[src/rtl/sn76489_bus_writer_if.sv]
// Bundle of request handshake and PSG write-port signals for sn76489_bus_writer.
// The master modport is the bus writer itself: it consumes requests and drives
// the PSG strobes. The slave modport is its environment (bus decode plus PSG).
interface sn76489_bus_writer_if;
  logic       req_valid;
  logic       req_ready;
  logic [1:0] req_kind;
  logic [1:0] req_chan;
  logic [9:0] req_value;
  logic [7:0] d;
  logic       nCE;
  logic       nWE;
  logic       psg_ready;
  logic       done;
  logic       err_illegal;
  logic       err_timeout;

  modport master (
    input  req_valid, req_kind, req_chan, req_value, psg_ready,
    output req_ready, d, nCE, nWE, done, err_illegal, err_timeout
  );

  modport slave (
    output req_valid, req_kind, req_chan, req_value, psg_ready,
    input  req_ready, d, nCE, nWE, done, err_illegal, err_timeout
  );
endinterface

[src/rtl/sn76489_bus_writer.sv]
// CPU-side writer for the SN76489 PSG data port.
// Turns one register-update request into one or two PSG bytes and plays them
// out with the strobe / wait-for-ready / recover handshake the PSG expects.
module sn76489_bus_writer #(
  parameter int RECOVERY_CYCLES = 2,
  parameter int TIMEOUT_CYCLES  = 255
) (
  input logic                  clock,
  input logic                  reset,
  sn76489_bus_writer_if.master bus
);

  typedef enum logic [1:0] {
    ST_IDLE,
    ST_STROBE,
    ST_HOLD,
    ST_RELEASE
  } state_t;

  localparam logic [1:0] KIND_FREQ        = 2'd0;
  localparam logic [1:0] KIND_ATTEN       = 2'd1;
  localparam logic [1:0] KIND_NOISE_CTRL  = 2'd2;

  localparam logic [7:0] TIMEOUT_LAST  = 8'(TIMEOUT_CYCLES - 1);
  localparam logic [7:0] RECOVERY_LAST = 8'(RECOVERY_CYCLES - 1);

  state_t     state;
  logic [7:0] data_reg;
  logic       ce_n_reg;
  logic       we_n_reg;
  logic       done_reg;
  logic       illegal_reg;
  logic       timeout_reg;
  logic [7:0] timeout_cnt;
  logic [7:0] recovery_cnt;
  logic       pending;
  logic [7:0] pending_byte;
  logic       aborted;

  logic       ready;
  logic       accept;
  logic [2:0] reg_code;
  logic [3:0] hi_nibble;
  logic       illegal;
  logic       two_bytes;
  logic [7:0] first_byte;
  logic [7:0] second_byte;

  assign ready  = (state == ST_IDLE) && !reset;
  assign accept = bus.req_valid && ready;

  // Map the incoming request onto a PSG register code and the high nibble of byte 1.
  always_comb begin
    reg_code  = 3'd0;
    hi_nibble = 4'd0;
    illegal   = 1'b0;
    two_bytes = 1'b0;
    case (bus.req_kind)
      KIND_FREQ: begin
        hi_nibble = bus.req_value[9:6];
        two_bytes = 1'b1;
        case (bus.req_chan)
          2'd0:    reg_code = 3'd0;
          2'd1:    reg_code = 3'd2;
          2'd2:    reg_code = 3'd1;
          default: illegal  = 1'b1;
        endcase
      end
      KIND_ATTEN: begin
        hi_nibble = bus.req_value[3:0];
        case (bus.req_chan)
          2'd0:    reg_code = 3'd4;
          2'd1:    reg_code = 3'd6;
          2'd2:    reg_code = 3'd5;
          default: illegal  = 1'b1;
        endcase
      end
      KIND_NOISE_CTRL: begin
        reg_code  = 3'd3;
        hi_nibble = {bus.req_value[2:1], bus.req_value[0], 1'b0};
      end
      default: begin
        reg_code  = 3'd7;
        hi_nibble = bus.req_value[3:0];
      end
    endcase
  end

  assign first_byte  = {hi_nibble, reg_code, 1'b1};
  assign second_byte = {bus.req_value[5:0], 2'b00};

  // Transfer sequencer: strobe a byte, wait for the PSG busy cycle, then recover.
  always_ff @(posedge clock) begin
    if (reset) begin
      state        <= ST_IDLE;
      data_reg     <= 8'h00;
      ce_n_reg     <= 1'b1;
      we_n_reg     <= 1'b1;
      done_reg     <= 1'b0;
      illegal_reg  <= 1'b0;
      timeout_reg  <= 1'b0;
      timeout_cnt  <= 8'd0;
      recovery_cnt <= 8'd0;
      pending      <= 1'b0;
      pending_byte <= 8'h00;
      aborted      <= 1'b0;
    end else begin
      done_reg    <= 1'b0;
      illegal_reg <= 1'b0;
      timeout_reg <= 1'b0;
      case (state)
        ST_IDLE: begin
          if (accept) begin
            if (illegal) begin
              illegal_reg <= 1'b1;
            end else begin
              data_reg     <= first_byte;
              pending      <= two_bytes;
              pending_byte <= second_byte;
              aborted      <= 1'b0;
              timeout_cnt  <= 8'd0;
              ce_n_reg     <= 1'b0;
              we_n_reg     <= 1'b0;
              state        <= ST_STROBE;
            end
          end
        end
        ST_STROBE: begin
          if (timeout_cnt == TIMEOUT_LAST) begin
            timeout_reg  <= 1'b1;
            pending      <= 1'b0;
            aborted      <= 1'b1;
            ce_n_reg     <= 1'b1;
            we_n_reg     <= 1'b1;
            recovery_cnt <= 8'd0;
            state        <= ST_RELEASE;
          end else begin
            timeout_cnt <= timeout_cnt + 8'd1;
            if (!bus.psg_ready) begin
              state <= ST_HOLD;
            end
          end
        end
        ST_HOLD: begin
          if (timeout_cnt == TIMEOUT_LAST) begin
            timeout_reg  <= 1'b1;
            pending      <= 1'b0;
            aborted      <= 1'b1;
            ce_n_reg     <= 1'b1;
            we_n_reg     <= 1'b1;
            recovery_cnt <= 8'd0;
            state        <= ST_RELEASE;
          end else if (bus.psg_ready) begin
            ce_n_reg     <= 1'b1;
            we_n_reg     <= 1'b1;
            recovery_cnt <= 8'd0;
            state        <= ST_RELEASE;
          end else begin
            timeout_cnt <= timeout_cnt + 8'd1;
          end
        end
        ST_RELEASE: begin
          if (recovery_cnt == RECOVERY_LAST) begin
            if (pending) begin
              data_reg    <= pending_byte;
              pending     <= 1'b0;
              timeout_cnt <= 8'd0;
              ce_n_reg    <= 1'b0;
              we_n_reg    <= 1'b0;
              state       <= ST_STROBE;
            end else begin
              done_reg <= !aborted;
              state    <= ST_IDLE;
            end
          end else begin
            recovery_cnt <= recovery_cnt + 8'd1;
          end
        end
        default: begin
          ce_n_reg <= 1'b1;
          we_n_reg <= 1'b1;
          state    <= ST_IDLE;
        end
      endcase
    end
  end

  assign bus.req_ready   = ready;
  assign bus.d           = data_reg;
  assign bus.nCE         = ce_n_reg;
  assign bus.nWE         = we_n_reg;
  assign bus.done        = done_reg;
  assign bus.err_illegal = illegal_reg;
  assign bus.err_timeout = timeout_reg;

endmodule

[src/flat_wrapper.sv]
// flat-port wrapper written by rule: the top's interface ports become plain ports
module sn76489_bus_writer_flat 
#(
  parameter int RECOVERY_CYCLES = 2,
  parameter int TIMEOUT_CYCLES  = 255
)
  (clock, reset, bus_req_valid, bus_req_kind, bus_req_chan, bus_req_value, bus_psg_ready, bus_req_ready, bus_d, bus_nCE, bus_nWE, bus_done, bus_err_illegal, bus_err_timeout);
  sn76489_bus_writer_if bus_i ();
  input logic clock;
  input logic reset;
  input wire logic [$bits(bus_i.req_valid)-1:0] bus_req_valid;
  input wire logic [$bits(bus_i.req_kind)-1:0] bus_req_kind;
  input wire logic [$bits(bus_i.req_chan)-1:0] bus_req_chan;
  input wire logic [$bits(bus_i.req_value)-1:0] bus_req_value;
  input wire logic [$bits(bus_i.psg_ready)-1:0] bus_psg_ready;
  output wire logic [$bits(bus_i.req_ready)-1:0] bus_req_ready;
  output wire logic [$bits(bus_i.d)-1:0] bus_d;
  output wire logic [$bits(bus_i.nCE)-1:0] bus_nCE;
  output wire logic [$bits(bus_i.nWE)-1:0] bus_nWE;
  output wire logic [$bits(bus_i.done)-1:0] bus_done;
  output wire logic [$bits(bus_i.err_illegal)-1:0] bus_err_illegal;
  output wire logic [$bits(bus_i.err_timeout)-1:0] bus_err_timeout;
  assign bus_i.req_valid = bus_req_valid;
  assign bus_i.req_kind = bus_req_kind;
  assign bus_i.req_chan = bus_req_chan;
  assign bus_i.req_value = bus_req_value;
  assign bus_i.psg_ready = bus_psg_ready;
  assign bus_req_ready = bus_i.req_ready;
  assign bus_d = bus_i.d;
  assign bus_nCE = bus_i.nCE;
  assign bus_nWE = bus_i.nWE;
  assign bus_done = bus_i.done;
  assign bus_err_illegal = bus_i.err_illegal;
  assign bus_err_timeout = bus_i.err_timeout;
  sn76489_bus_writer #(.RECOVERY_CYCLES(RECOVERY_CYCLES), .TIMEOUT_CYCLES(TIMEOUT_CYCLES)) u_core (.clock(clock), .reset(reset), .bus(bus_i));
endmodule
[config.mk]
export PLATFORM = sky130hd
export DESIGN_NAME = sn76489_bus_writer_flat
export DESIGN_NICKNAME = d
export VERILOG_FILES = /design/src/rtl/sn76489_bus_writer_if.sv /design/src/rtl/sn76489_bus_writer.sv /design/src/flat_wrapper.sv
export SDC_FILE = /design/constraint.sdc
export NUM_CORES = 1
export LEC_CHECK = 0
export ABC_AREA = 1
export CORE_MARGIN = 3
export CORE_UTILIZATION = 60
export CTS_CLUSTER_SIZE = 30
export DETAILED_ROUTE_END_ITERATION = 10
export DONT_BUFFER_PORTS = 1
export PLACE_DENSITY_LB_ADDON = 0.15
export SLEW_MARGIN = 0
export SYNTH_ARGS = -nofsm -noshare
export SYNTH_HDL_FRONTEND = slang
export SYNTH_SLANG_ARGS = --single-unit
[constraint.sdc]
create_clock -name clock -period 3.9 [get_ports clock]
set_input_delay 0.585 -clock clock [delete_from_list [all_inputs] [get_ports clock]]
set_output_delay 0.585 -clock clock [all_outputs]
set_load 0.02 [all_outputs]
==> results.yml <==
outcome:
  status: "completed"
min_path:
  min_path_cells: 1
  whs_endpoint: "u_core.timeout_cnt[5]"
  hold_class: "in2reg"
  hp-start: "reset"
finish:
  syn2layout_area_growth_pct: 4.00
  drive_above_1_share_pct: 9.03
  final_nets: 348
  stdcell_area_sq_mm: 0.00228
  final_core_util_pct: 66.7
  diodes: 0
placed_design:
  dp_hpwl_mm: 3.44
  pre_cts_slack_ns: 1.83
  port_buffers: 0
  place_congestion: 0.834
  place_area_sq_mm: 0.00220
timing:
  slew_violations: 0
  fin_crit_sh_pct: 53.8
  fin_ws_ns: 1.80
  rsz0062_at_grt: "false"
  final.min_clock_period_ns: 2.10
  setup_tns_ns: 0
  tightest_slew_ns: 0.522
  max_slew_margin_pct: 65.1
  setup_violations: 0
  fin_skew_ns: 0.0123
  fmax_mhz: 477
  hold_viol_final: 0
clock_tree:
  cts_hold_buf: 0
  cts_buffers: 5
  cts_max_path_buffers: 2
  clk_latency_ns: 0.35
  cts_num_sinks: 38
  path_clk_slew_ns: 0.12
  cts_resized: 0
  cts_setup_buffers: 0
  cts_root_buffer: "clkbuf_4"
  htree_levels: 2
  cts_tree: "yes"
grt:
  grt_antenna_before_repair: 0
  grt_overflow: 0
  grt_pass1_wl_mm: 7.95
  grt_pass1_vias: 1897
  grtUsageTotal_pct: 23.7
  grt_max_degree: 24
worst_setup_path:
  path_common_cell: "inv_1"
  required_ns: 3.31
  r2r-end: "u_core.aborted"
  cp_slowest_cell: "nor2_1"
  cp-start-kind: "register"
  max_stage_delay_ns: 0.38
  path_cells: "inv_1 -> ha_1 -> inv_1 -> nor2_1"
  arrival_ns: 1.51
  r2r_setup_slack_ns: 1.80
  r2r-start: "u_core.state[0]"
  cp_max_fo: 5
  crit_buf_inv: 2
  timing_worst_setup_path_type: "reg2out"
  end_kind: "output port"
  cp_top_family: "simple AND/OR/NAND/NOR gates"
  ff2ff_path_depth: 9
route:
  vias: 2023
  drtIter0Drc: 156
  antenna_left: 0
  drt-pass1-iter-count: 4
  drt-vias-per-instance: 5.51
  drcViolationCount: 0
  routed_wl_mm: 4.69
  wl_per_cell_microns: 12.8
pwr:
  ir_drop_mv: 0.378
  p_leak_nw: 0.964
  power_density_mw_per_mm2: 597
synthesis:
  ys_ff_latch: 38
  ys_seq_area_share_pct: 34.7
  async_reset_ff_share_pct: 0
  synthCells: 321
  syn_nets: 348
  synth-edff-count: 0
  yosysUniqueCellTypes: 37
  yosysWarnings: 0
  ys.flop_type: "dfxtp_1"
  syn_avg_cell_area_sq_um: 6.83
  syn_area_sq_mm: 0.00219
die:
  die_area_sq_mm: 0.00441
  std_cell_rows: 21
  initial_core_util_pct: 64.2
  die_w_microns: 66.4
  core_sq_mm: 0.00342
  die-height_microns: 66.4
  io_pins: 32
run:
  drv_cap: 0
synth_stat cells, drive strengths merged (2+ instances only):
cell type | count | area (sq um)
xor2 | 3 | 26.3
inv | 29 | 109
a21oi | 24 | 131
nand2 | 83 | 339
nand3 | 30 | 168
nand4 | 3 | 18.8
buf | 5 | 33.8
o21ai | 20 | 111
ha | 9 | 113
clkbuf | 2 | 17.5
nand3b | 2 | 15.0
nor3b | 2 | 15.0
nor2 | 62 | 264
dfxtp | 38 | 761
how the worst max path moves through the flow:
stage | start | end | slack (ns) | cells after the start
floorplan | u_core.state[0] | u_core.aborted | 2.23 | 9
global placement | u_core.state[0] | u_core.aborted | 1.86 | 9
detailed placement | u_core.state[0] | u_core.aborted | 1.83 | 9
CTS | u_core.state[0] | bus_req_ready | 1.78 | 4
global route | u_core.state[0] | u_core.aborted | 1.65 | 9
finish | u_core.state[0] | bus_req_ready | 1.80 | 4
area by class of cell:
type	count	area [sq um]
clock buffer	6	51.3
clock inverter	1	30.0
fill	339	1140
inverter	30	118
multi-input combinational	246	1260
sequential	38	761
tap	46	57.6
per-stage QoR:
stage | power (mW) | std cells | hold WS [ns]
after floorplan | 1.01 | 321 | 0.398
after global placement | 1.07 | 360 | 0.443
after detailed placement | 1.09 | 360 | 0.438
after CTS | 1.37 | 367 | 0.272
after global routing | 1.47 | 367 | 0.248
final | 1.36 | 367 | 0.288
where the power goes:
part	switching, mW	internal, mW
Combinational	0.355	0.171
Clock	0.128	0.149
Sequential	0.0956	0.461
routing by layer:
layer	wire (microns)	vias to the layer above	global-route usage (%)
li1	-	1027	-
met1	2020	920	27.3
met2	2210	69	40.1
met3	389	7	7.65
met4	67	0	9.39
met5	0	-	0
worst reg2reg max path: stages, from the launching register on:
cell     delay [ns]
dfxtp_1        0.34
inv_1          0.14
ha_1           0.26
inv_1          0.05
nor2_1         0.38
nand3_1        0.31
inv_1          0.29
nand2_1        0.10
nand3_1        0.08
nand2_1        0.05
cell usage in the layout, fill, tap and decap left out, types with 4 or more instances in the layout:
master    count
nand2_1      76
nor2_1       57
dfxtp_1      38
nand3_1      28
inv_1        27
a21oi_1      21
o21ai_0      15
ha_1          9
nand2_2       5
clkbuf_4      5
o21ai_1       4
cell families (layout without fill, tap and decap cells):
group | Yosys count | count (layout) | synth area share (%)
AND/OR/NAND/NOR | 184 | 184 | 38.0
adder cells (fa/ha/maj) | 9 | 9 | 5.14
flip-flops | 38 | 38 | 34.7
buffers and inverters | 37 | 37 | 7.71
XOR/XNOR | 4 | 4 | 1.60
AO/OA/AOI/OAI | 49 | 49 | 12.9
Note: power is estimated with default switching activity, not from simulation.
